$ cat src/rtl/fp_divsqrt_iter.sv
// ---------------------------------------------------------------------------
// fp_divsqrt_iter
//   Iterative significand engine for the FPU divide / square-root path.
//   Restoring radix-2 division (a/b) and square root (of a, optionally
//   doubled for odd exponents), retiring BITS_PER_CYCLE result bits per
//   clock. Exponent, sign, special values and rounding live in the
//   enclosing FP unit; this block only produces {int, fraction, guard,
//   round} plus sticky.
//
// Ports
//   clk, rst         clock, synchronous active-high reset
//   start / ready    request handshake; start accepted when ready=1
//   mode_sqrt        0 = divide a/b, 1 = sqrt(a)
//   expo_odd         sqrt only: radicand is doubled
//   bypass           complete in one cycle without iterating
//   id_in / id_out   tag carried from accept to result
//   a, b             normalised significands, hidden bit set
//   flush            abort any in-flight or completed operation
//   done / ack       result valid (held) / consumer takes it
//   result           {int bit, FRAC_W fraction, guard, round}
//   sticky           remainder nonzero
//   bypassed         result came from a bypass request (result/sticky = 0)
// ---------------------------------------------------------------------------
module fp_divsqrt_iter #(
    parameter int FRAC_W         = 52,
    parameter int BITS_PER_CYCLE = 1,
    parameter int ID_W           = 3
) (
    input  logic              clk,
    input  logic              rst,
    input  logic              start,
    output logic              ready,
    input  logic              mode_sqrt,
    input  logic              expo_odd,
    input  logic              bypass,
    input  logic [ID_W-1:0]   id_in,
    input  logic [FRAC_W:0]   a,
    input  logic [FRAC_W:0]   b,
    input  logic              flush,
    output logic              done,
    input  logic              ack,
    output logic [ID_W-1:0]   id_out,
    output logic [FRAC_W+2:0] result,
    output logic              sticky,
    output logic              bypassed
);

    localparam int W     = FRAC_W + 1;
    localparam int RES_W = FRAC_W + 3;
    localparam int ITERS = (RES_W + BITS_PER_CYCLE - 1) / BITS_PER_CYCLE;
    // Bits of the first group that lie above the result MSB; they are run
    // as no-op leading steps so the last group ends exactly on the LSB.
    localparam int EXC   = ITERS * BITS_PER_CYCLE - RES_W;
    // Shared partial remainder: sqrt needs FRAC_W+6, divide needs only W+2.
    localparam int REM_W = FRAC_W + 6;
    localparam int X_W   = 2 * RES_W;
    localparam int CNT_W = $clog2(ITERS + 1);

    typedef enum logic [1:0] {S_IDLE, S_RUN, S_DONE} state_t;

    state_t             state;
    logic [CNT_W-1:0]   cnt;
    logic [REM_W-1:0]   rem_q;
    logic [X_W-1:0]     x_q;      // radicand, consumed two bits per sqrt step
    logic [W-1:0]       dvs_q;
    logic [RES_W-1:0]   quo_q;
    logic               sqrt_q;
    logic [ID_W-1:0]    id_q;

    logic               accept;
    logic               first_grp;
    logic [REM_W-1:0]   dvs_ext;
    logic [REM_W-1:0]   rem_n;
    logic [X_W-1:0]     x_n;
    logic [RES_W-1:0]   quo_n;
    logic [REM_W-1:0]   r_sh;
    logic [REM_W-1:0]   trial;
    logic [REM_W-1:0]   diff;
    logic               bit_q;

    assign ready     = (state == S_IDLE) || (state == S_DONE && ack);
    assign accept    = start && ready;
    assign first_grp = (cnt == CNT_W'(ITERS));
    assign dvs_ext   = {{(REM_W-W){1'b0}}, dvs_q};

    // One clock's worth of restoring steps, unrolled BITS_PER_CYCLE times.
    // NOTE: blocking assignments here chain each step's remainder into the
    // next step within the same cycle; every variable gets a default first
    // so no latch is inferred.
    always_comb begin
        rem_n = rem_q;
        x_n   = x_q;
        quo_n = quo_q;
        r_sh  = '0;
        trial = '0;
        diff  = '0;
        bit_q = 1'b0;
        for (int j = 0; j < BITS_PER_CYCLE; j++) begin
            if (!(first_grp && j < EXC)) begin
                if (sqrt_q) begin
                    // Bring down the next radicand bit pair, try 4q+1.
                    r_sh  = {rem_n[REM_W-3:0], x_n[X_W-1 -: 2]};
                    trial = {{(REM_W-RES_W-2){1'b0}}, quo_n, 2'b01};
                    bit_q = (r_sh >= trial);
                    rem_n = bit_q ? (r_sh - trial) : r_sh;
                    x_n   = {x_n[X_W-3:0], 2'b00};
                end else begin
                    bit_q = (rem_n >= dvs_ext);
                    diff  = bit_q ? (rem_n - dvs_ext) : rem_n;
                    rem_n = {diff[REM_W-2:0], 1'b0};
                end
                quo_n = {quo_n[RES_W-2:0], bit_q};
            end
        end
    end

    // NOTE: outputs are registered in the FSM block so done/result/sticky
    // change together on the clock edge and stay stable while waiting for ack.
    always_ff @(posedge clk) begin
        if (rst) begin
            state    <= S_IDLE;
            cnt      <= '0;
            rem_q    <= '0;
            x_q      <= '0;
            dvs_q    <= '0;
            quo_q    <= '0;
            sqrt_q   <= 1'b0;
            id_q     <= '0;
            done     <= 1'b0;
            result   <= '0;
            sticky   <= 1'b0;
            bypassed <= 1'b0;
            id_out   <= '0;
        end else if (flush) begin
            // Flush wins over start: nothing is accepted this cycle.
            state <= S_IDLE;
            done  <= 1'b0;
        end else begin
            case (state)
                S_RUN: begin
                    rem_q <= rem_n;
                    x_q   <= x_n;
                    quo_q <= quo_n;
                    cnt   <= cnt - 1'b1;
                    if (cnt == CNT_W'(1)) begin
                        state    <= S_DONE;
                        done     <= 1'b1;
                        result   <= quo_n;
                        sticky   <= |rem_n;
                        bypassed <= 1'b0;
                        id_out   <= id_q;
                    end
                end
                S_DONE: begin
                    if (ack) begin
                        state <= S_IDLE;
                        done  <= 1'b0;
                    end
                end
                default: ;
            endcase

            // Accept may coincide with ack in DONE; it overrides the retire.
            if (accept) begin
                sqrt_q <= mode_sqrt;
                id_q   <= id_in;
                dvs_q  <= b;
                quo_q  <= '0;
                cnt    <= CNT_W'(ITERS);
                rem_q  <= mode_sqrt ? '0 : {{(REM_W-W){1'b0}}, a};
                x_q    <= expo_odd ? {a, {(FRAC_W+5){1'b0}}}
                                   : {1'b0, a, {(FRAC_W+4){1'b0}}};
                if (bypass) begin
                    state    <= S_DONE;
                    done     <= 1'b1;
                    result   <= '0;
                    sticky   <= 1'b0;
                    bypassed <= 1'b1;
                    id_out   <= id_in;
                end else begin
                    state <= S_RUN;
                    done  <= 1'b0;
                end
            end
        end
    end

endmodule

$ cat config.mk
export PLATFORM = sky130hd
export DESIGN_NAME = fp_divsqrt_iter
export DESIGN_NICKNAME = d
export VERILOG_FILES = /design/src/rtl/fp_divsqrt_iter.sv
export SDC_FILE = /design/constraint.sdc
export NUM_CORES = 1
export LEC_CHECK = 0
export BUFFER_PORTS_ARGS = -buffer_cell sky130_fd_sc_hd__buf_2
export CAP_MARGIN = 10
export CORE_UTILIZATION = 40
export CTS_BUF_LIST = sky130_fd_sc_hd__clkbuf_16
export CTS_CLUSTER_SIZE = 40
export DETAILED_ROUTE_END_ITERATION = 10
export PLACE_DENSITY = 0.69
export SYNTH_ARGS = -nofsm -noshare
export SYNTH_HDL_FRONTEND = slang
export SYNTH_SLANG_ARGS = --single-unit
$ cat constraint.sdc
create_clock -name clk -period 5.05 [get_ports clk]
set_input_delay 0.7575 -clock clk [delete_from_list [all_inputs] [get_ports clk]]
set_output_delay 0.7575 -clock clk [all_outputs]
set_load 0.05 [all_outputs]
After elaboration in Yosys (flattened, before gate mapping)
Cells that the tools add are included.

Register bits: 349. Input bits: 117.

$add $sub $neg: 3. Magnitude comparators: 2. Equal/unequal tests: 5. Mux-type cells: 41. Bitwise operators: 1. Reduce and logical (&&, ||, !) cells: 13.

Operators with widths (number): $mux 110 (4); $mux 55 (6); $mux 58 (4); $ge 58x53->1 (1); $ge 58x57->1 (1); $reduce_or 58->1 (1); $sub 58x57->58 (1); $mux 57 (1); $sub 57x53->57 (1); $mux 53 (1); $mux 1 (13); $mux 3 (4); $mux 6 (2); $mux 2 (4); $eq 6x1->1 const B (1); $ne 3x3->1 const B (2); $reduce_and 3->1 (2); $sub 6x1->6 const B (1); $pmux 2 s2 (1); $reduce_and 2->1 (2); $reduce_bool 2->1 (2); $reduce_bool 3->1 (1); $eq 2x1->1 const B (1); $eq 2x2->1 const B (1); other kinds (6) (7).

Longest topological paths before layout
Gate-level depths: netlist of run 1.

Depth in word-level cells: 8. Gate-level depth with buffers: 20. Mapped depth without buffers: 17.

Worst setup path after synthesis of run 1
OpenSTA, ideal clock, no wires.

Path type: register -> register. Start: register rem_q[0]. End: register sticky. Data arrival time: 4330 ps. Required time: 4929 ps. Path slack: 599 ps. Stages on the path, launching flop included: 19. Path buffers: 1. Clock period less this slack: 4451 ps. Path through: dfxtp_1 -> inv_1 -> ha_1 -> inv_1 -> fa_1 -> a21o_1 -> a221o_1 -> a21o_4 -> nand4b_2 -> o211ai_2 -> or2_1 -> buf_6 -> a211o_1 -> o311a_1 -> a2111o_1 -> or4_1 -> or4_1 -> nor4_1 -> nor2_1.

Word-level cells in the longest chain between the ends: 8.

Ends and longest elaborated chain: from (decl) (RTL line 63) `logic [REM_W-1:0] rem_q;`; from (signal assigned) (RTL line 141) `rem_q <= rem_n;`; from (signal assigned) (RTL line 170) `rem_q <= mode_sqrt ? '0 : {{(REM_W-W){1'b0}}, a};`; $sub 58x57->58 (tied with other cells) (RTL line 105) `rem_n = bit_q ? (r_sh - trial) : r_sh;`; $mux 58 or $mux 57 (tied branches) (RTL line 105, 109); $mux 58 (*) (RTL line 100) `if (sqrt_q) begin`; $reduce_or 58->1 (*) (RTL line 149) `sticky <= |rem_n;`; $mux 1 (*) (RTL line 145) `if (cnt == CNT_W'(1)) begin`; $mux 1 (*) (RTL line 139) `case (state)`; $mux 1 (RTL line 173) `if (bypass) begin`; $mux 1 (*) (RTL line 164) `if (accept) begin`; to (signal assigned) (RTL line 149); to (decl) (RTL line 44) `output logic sticky,`.

Mark *: on every way between the ends. The rest lies on a longest branch, timed or not. A chain may end at the register's enable or synchronous reset.

Worst setup path after layout of run 1
Same ends and word-level chain as after synthesis.

==> results of run 1 <==
## worst paths after layout
kind	startpoint	endpoint	slack [ns]	cells past startpoint
setup / recovery	rem_q[0]	sticky	0.17	17
hold / removal	b[10]	dvs_q[10]	0.42	3
setup reg to reg	rem_q[0]	sticky	0.17	17
hold reg to reg	result[34]	result[34]	0.45	2
## flip-flops by register name, summed over array words and instances, names as in the netlist
signal / flops
done: 1
quo_q: 55
state: 1
id_q: 3
cnt: 6
x_q: 54
result: 55
rem_q: 58
bypassed: 1
id_out: 3
sqrt_q: 1
dvs_q: 53
sticky: 1
## cells in the final DEF (no fill, tap or decap), types with 10 or more instances in the layout
| master | instances |
|---|---|
| nand2_1 | 449 |
| o21ai_0 | 123 |
| xnor2_1 | 58 |
| nand3_1 | 113 |
| a21o_1 | 43 |
| nand4_1 | 52 |
| o21ai_1 | 10 |
| o211ai_1 | 40 |
| and2_1 | 13 |
| nor2_1 | 278 |
| o21bai_1 | 23 |
| xor2_1 | 33 |
| or3_1 | 13 |
| a31oi_1 | 48 |
| dfxtp_1 | 291 |
| a21oi_1 | 400 |
| a311oi_1 | 14 |
| buf_2 | 177 |
| ha_1 | 112 |
| a211oi_1 | 101 |
| mux2i_1 | 92 |
| inv_1 | 151 |
| clkbuf_16 | 37 |
| nor4_1 | 12 |
| mux2_2 | 12 |
| and3_1 | 40 |
| o21a_1 | 17 |
| buf_4 | 94 |
| nand2b_1 | 14 |
| nor3_1 | 50 |
## stage by stage
step	hold slack, ns	cell area (µm²)	utilization [%]
floorplan	0.436	21300	-
global placement	0.440	22900	43.6
detailed placement	0.444	22900	43.6
CTS	0.411	24200	46.0
global route	0.419	24200	46.0
finish	0.424	24200	46.0
## report_power, final
group	total, mW	switching [mW]	internal (mW)
Combinational	4.27	2.68	1.58
Sequential	2.51	0.117	2.40
Clock	2.77	1.12	1.65
Total	9.55	3.92	5.63
## layer usage
layer	vias up	global-route usage, %	routed length, µm
li1	10900	-	-
met1	10700	37.5	33400
met2	1042	45.8	35400
met3	261	6.79	7070
met4	2	16.9	5180
met5	-	0	16
## layout make-up
class	instances	area [µm²]
fill	5501	28400
inverter	150	563
sequential	292	5850
timing repair buffer	275	1660
multi-input combinational	2330	14000
clock buffer	37	926
tap	688	861
clock inverter	29	315
antenna	1	2.50
## cell usage after synthesis, drive strengths merged (4+ instances only)
library cell  count
nand2           453
a21oi           403
dfxtp           292
nor2            282
clkbuf          191
inv             149
o21ai           134
nand3           114
ha              112
a211oi          102
mux2i            92
xnor2            58
nand4            52
nor3             51
a31oi            49
a21o             44
o211ai           41
and3             40
buf              36
xor2             33
o21bai           23
o21a             17
and2             15
nand2b           15
a311oi           14
nor4             14
or3              14
mux2             13
o2111ai           9
or4               9
or2               8
a22oi             7
nand4b            7
nor2b             7
o211a             7
a211o             6
a32oi             6
o31ai             6
a41oi             5
and4              5
o2bb2ai           5
a221oi            4
nor3b             4
## worst register-to-register path, stage by stage, from the launching register on
cell and delay [ns]:
dfxtp_1 0.31, inv_1 0.08, ha_1 0.16, inv_1 0.05, fa_1 0.40, a21o_1 0.21, a221o_1 0.44, a21o_4 0.28
nand4b_2 0.10, o211ai_2 0.13, or2_2 0.42, a211o_1 0.31, o311a_1 0.13, a2111o_1 0.36, or4_1 0.47, or4_1 0.52
nor4_1 0.32, nor2_1 0.06
## logic make-up (layout without fill, tap and decap cells)
family	after synthesis	in the layout	synth area share (%)
simple gates	1100	1100	23.3
compound gates	921	921	26.9
buf+inv	377	491	6.93
flops	292	292	27.5
fa+ha+maj	113	113	6.69
mux	105	105	5.02
xor+xnor	91	91	3.75
other cells	0	1	0
## repair_timing
action,CTS,global route
setup endpoints to repair,0,1
hold buffers,0,0
gates resized for setup,0,1
==> reports/summary.txt, run 1 <==
SETUP PATH
---------------------------------------------------------------------------------
Type of the worst setup path                                         flip-flop to flip-flop
Worst Setup Start Kind                                                  flip-flop
Critical path required time                                               5.50 ns
Crit-path max cell delay                                                  0.52 ns
Slowest stage cell on the critical path                                     or4_1
Kind of capture point of the worst setup path                           flip-flop
Buf+Inv Stages, Crit Path                                                       2
Critical-path maximum fanout                                                    7
Worst Path Arrival                                                        5.33 ns
Chain of cells forming the critical path                             inv_1 -> ha_1 -> inv_1 -> fa_1 -> a21o_1 -> a221o_1 -> a21o_4 -> nand4b_2 -> o211ai_2 -> or2_2 -> a211o_1 -> o311a_1 -> a2111o_1 -> or4_1 -> or4_1 -> nor4_1 -> nor2_1
Family with the most delay on the worst path                         simple AND/OR/NAND/NOR gates

LOGIC SYNTHESIS
---------------------------------------------------------------------------------
Flip-flop and latch count after synthesis                                     292
Average cell area after synthesis                                        7.09 µm²
Share of synthesized registers carrying an async set or reset                  0%
Number of instances in the synthesized netlist                               2999
Nets in the synthesized netlist                                              3229
Area share of the largest cell type after synthesis                         27.5%
Ys flop type                                                              dfxtp_1
Post-Syn Area                                                           21300 µm²
Post-synth cell types                                                          91
Biggest area consumer among synthesized cells                             dfxtp_1
EDFF count, synth                                                               0
Sequential fraction of the synthesis area                                   27.5%
Yosys warns                                                                     0
Synth top area cells                                                 dfxtp_1 (28%), a21oi_1 (9.4%), nand2_1 (8.0%)

FLOORPLANNING
---------------------------------------------------------------------------------
Die span in x                                                              233 µm
Initial core utilization                                                    40.4%
Vert. Die Dim                                                              233 µm
Site Rows                                                                      84
CORE AREA                                                               52600 µm²
Count of boundary I/O pins                                                    179
Die ar.                                                                 54100 µm²

PLACEMENT
---------------------------------------------------------------------------------
# port buffers                                                                178
Last weighted congestion value of the routability-driven placer              1.12
DP Wirelength                                                            61400 µm
Number of placed instances, taps included                                    3735
DP Worst Slack                                                           0.140 ns

STA
---------------------------------------------------------------------------------
Setup repair after global routing missed its margin                         false
Max-slew violation count                                                        0
Actual transition at the worst max-transition pin                         1.11 ns
Final hold violation count                                                      0
Largest clock skew in the final design                                  0.0243 ns
Minimum period implied by the final worst setup slack                     4.88 ns
Part of the cycle the worst path needs                                      96.6%
Fmax                                                                      205 MHz
Worst-case setup margin in the final layout                              0.174 ns
Final number of setup-violating endpoints                                       0
Max transition margin                                                       25.5%
Final-layout setup total negative slack                                      0 ns

ROUTE
---------------------------------------------------------------------------------
Vias post-DR                                                                22800
Post-detailed-route DRC marker count                                            0
DR iter-0 viols                                                              2342
Routed len/inst                                                           21.3 µm
1st-pass router iterations                                                      7
Via-to-Cell Ratio                                                            6.01
Residual antenna-violating net count after detailed routing                     0
Detailed-route wire length                                               81100 µm

CTS
---------------------------------------------------------------------------------
CTS root buf                                                            clkbuf_16
Total CTS buffers                                                              36
H-Tree Level Count                                                              2
Clock sink count                                                              292
Register clock-pin slew on the reported worst setup and hold paths        0.07 ns
Post-CTS Setup Inserts                                                          0
CTS tree                                                                    built
Worst-skew pair later-pin latency                                         0.58 ns
Maximum buffer depth of the clock tree                                          3

GRT
---------------------------------------------------------------------------------
Maximum number of pins on one net before global-route repair                  151
Final global-route overflow total                                               0
Overall global routing resource usage                                       29.6%
Wire length of the first global-routing pass                            124000 µm
Number of antenna violations at the first check in global routing               2
Number of global-route vias before repair                                   21300

FINISH
---------------------------------------------------------------------------------
Fraction of final layout cells sized beyond drive strength 1                12.4%
Net count, final                                                             3315
Area Overhead vs Synth                                                      13.7%
Filler-free cell count of the finished design                                3802

MIN PATH
---------------------------------------------------------------------------------
Type of the tightest min-delay check                                 primary input to flip-flop

PWR
---------------------------------------------------------------------------------
Worst vdd ir                                                             0.211 mV
Pwr dens                                                               395 nW/µm²
Leakage power figure                                                      9.86 nW
PnR Total Power                                                           9.55 mW

STATUS
---------------------------------------------------------------------------------
Run status                                                           finished clean

FLOW RUN
---------------------------------------------------------------------------------
Max_cap viols                                                                   0

No activity file was read; power rests on OpenSTA's default activity.
==> run 2, diff against run 1 <==
Settings changed: ABC_CLOCK_PERIOD_IN_PS from default to 5050, CORE_ASPECT_RATIO from default to 1.2.
==> run 2 against run 1 <==
Critical path depth did not move; global-route usage rose by 0.94 points; cell count rose by 0.60%; register-to-register slack barely moved; core utilization fell by 0.19 points; highest routed layer is now met4; non-clock buffer count rose by 12; worst setup slack improved by 0.0089 ns; clock power fell by 14%; power fell by 3.4%.
==> reports/summary.txt, run 2 (synthesized netlist as in run 1, its figures left out) <==
FLOORPLANNING
----------------------------------------------------------------------------------
Vert. Die Dim                                                               255 µm   +9.5%
CORE AREA                                                                52500 µm²   -0.11%
Die ar.                                                                  54100 µm²   about the same
Site Rows                                                                       92   +9.5%
Count of boundary I/O pins                                                     179   unchanged
Die span in x                                                               212 µm   -8.6%
Initial core utilization                                                     40.5%   +0.046 points

PWR
----------------------------------------------------------------------------------
PnR Total Power                                                            9.23 mW   -3.4%
Worst vdd ir                                                              0.238 mV   +13%
Leakage power figure                                                       9.84 nW   -0.22%
Pwr dens                                                                384 nW/µm²   -2.9%

FINISH
----------------------------------------------------------------------------------
FF/Latch Area                                                             5850 µm²   unchanged
Net count, final                                                              3325   +0.30%
Filler-free cell count of the finished design                                 3825   +0.60%
Reg with most FFs                                                            rem_q
Area Overhead vs Synth                                                       13.2%
Most common cell after layout, fill and taps aside                         nand2_1
Commonest cells after routing, fill and taps aside                    nand2_1 (449), a21oi_1 (400), dfxtp_1 (291)
Largest registers                                                     rem_q (58), quo_q (55), result (55)
Number of filler instances in the final layout                                5584   +1.5%
Flip-flop count of the largest register, all copies and words added             58   unchanged
Fraction of final layout cells sized beyond drive strength 1                 12.4%   -0.052 points
Area used by multi-input combinational logic                             14000 µm²   about the same
Utilization after layout                                                     45.8%   -0.19 points

GRT
----------------------------------------------------------------------------------
Maximum number of pins on one net before global-route repair                   107   -29%
Grt met2 use                                                                 49.9%   +4.1 points
Met3 usage in global routing                                                 4.69%   -2.1 points
Number of global-route vias before repair                                    21700   +1.6%
Global-route layer with the greatest usage                                    met2
Wire length of the first global-routing pass                             126000 µm   +2.4%
Number of antenna violations at the first check in global routing                1   -1
Overall global routing resource usage                                        30.5%   +0.94 points
Met1 Use GR                                                                  36.3%   -1.2 points
Final global-route overflow total                                                0   unchanged

ROUTE
----------------------------------------------------------------------------------
Routed len/inst                                                            21.8 µm   +2.4%
Vias post-DR                                                                 22900   +0.47%
Residual antenna-violating net count after detailed routing                      0   unchanged
Via-to-Cell Ratio                                                             6.00   -0.14%
DR iter-0 viols                                                               2135   -8.8%
Detailed-route wire length                                                83600 µm   +3.0%
Post-detailed-route DRC marker count                                             0   unchanged
1st-pass router iterations                                                       8   +1

STA
----------------------------------------------------------------------------------
Final-layout setup total negative slack                                       0 ns   unchanged
Fmax                                                                       205 MHz   +0.18%
Part of the cycle the worst path needs                                       96.4%   -0.18 points
Max transition margin                                                        25.5%   +0.079 points
Final number of setup-violating endpoints                                        0   unchanged
Actual transition at the worst max-transition pin                          1.12 ns   +0.00276 ns
WHS                                                                       0.432 ns   +0.00874 ns
Final hold violation count                                                       0   unchanged
Max-slew violation count                                                         0   unchanged
Setup repair after global routing missed its margin                          false
Minimum period implied by the final worst setup slack                      4.87 ns   -0.00892 ns
Largest clock skew in the final design                                   0.0443 ns   +0.0199 ns

STATUS
----------------------------------------------------------------------------------
Run status                                                            finished clean

CTS
----------------------------------------------------------------------------------
Clock sink count                                                               292   unchanged
H-Tree Level Count                                                               2   unchanged
CTS root buf                                                             clkbuf_16
Maximum buffer depth of the clock tree                                           3   unchanged
Post-CTS Setup Inserts                                                           0   unchanged
Register clock-pin slew on the reported worst setup and hold paths         0.06 ns   about the same
CTS tree                                                                     built
Worst-skew pair later-pin latency                                          0.57 ns   about the same
Total CTS buffers                                                               34   -5.6%

SETUP PATH
----------------------------------------------------------------------------------
Startpoint of the lowest-slack register-to-register path                  rem_q[0]
Critical path required time                                                5.50 ns   about the same
Worst Path Arrival                                                         5.32 ns   about the same
Type of the worst setup path                                          flip-flop to flip-flop
Kind of capture point of the worst setup path                            flip-flop
Worst Setup Start Kind                                                   flip-flop
Critical-path maximum fanout                                                    24   +17
Launching element of the worst setup path                                 rem_q[0]

MIN PATH
----------------------------------------------------------------------------------
Type of the tightest min-delay check                                  primary input to flip-flop
Hold path start                                                               b[3]

PLACEMENT
----------------------------------------------------------------------------------
# port buffers                                                                 178   unchanged
DP Wirelength                                                             63800 µm   +3.8%
Number of placed instances, taps included                                     3764   +0.78%
Last weighted congestion value of the routability-driven placer               1.10   -2.4%

FLOW RUN
----------------------------------------------------------------------------------
Max_cap viols                                                                    0   unchanged

run 2: what timing repair did:
action	in CTS	in global routing
gates resized for setup	0	1
endpoints found under the setup margin	0	1
hold buffers	0	0
run 2: final cells by class:
| class | instances | area share [%] |
|---|---|---|
| flip-flops and latches | 292 | 24.3 |
| clock buffers | 35 | 3.64 |
| diodes | 2 | 0.0208 |
| multi-input cells | 2330 | 58.2 |
| repair buffers | 287 | 7.24 |
| inverters | 150 | 2.34 |
| well taps | 705 | 3.67 |
| clock inverters | 24 | 0.593 |
run 2: worst paths after layout:
kind,endpoint,slack (ns),cells after the start
setup reg to reg,sticky,0.18,17
hold reg to reg,result[27],0.45,2
setup / recovery,sticky,0.18,17
hold / removal,dvs_q[3],0.43,3
run 2: power by group:
| part | total, mW | switching, mW | leakage [nW] | internal, mW |
|---|---|---|---|---|
| combinational | 4.34 | 2.75 | 6.93 | 1.59 |
| clock | 2.37 | 1.06 | 0.529 | 1.31 |
| sequential | 2.52 | 0.119 | 2.37 | 2.40 |
run 2: metrics by stage:
stage	instance area (µm²)	worst slack [ns]
global route	24000	0.0614
floorplan	21300	0.599
detailed placement	23000	0.273
CTS	24000	0.239
global placement	23000	0.324
finish	24100	0.183
run 2: worst max-delay path: stages (launching register included):
cell      delay [ns]
dfxtp_1         0.31
inv_1           0.08
ha_1            0.19
inv_1           0.06
fa_1            0.41
a21o_1          0.21
a221o_1         0.39
a21o_4          0.26
nand4b_2        0.10
o211ai_2        0.14
nor2_2          0.22
buf_4           0.37
nand2_1         0.25
o221a_2         0.34
or4b_1          0.52
or4_1           0.54
nor4_1          0.29
nor2_1          0.06
run 2: routing by layer:
metal  routed length, µm  part of all wire [%]
met2               38300                    46
met5                   0                     0
met1               33000                    39
met4                6840                   8.2
met3                5460                   6.5
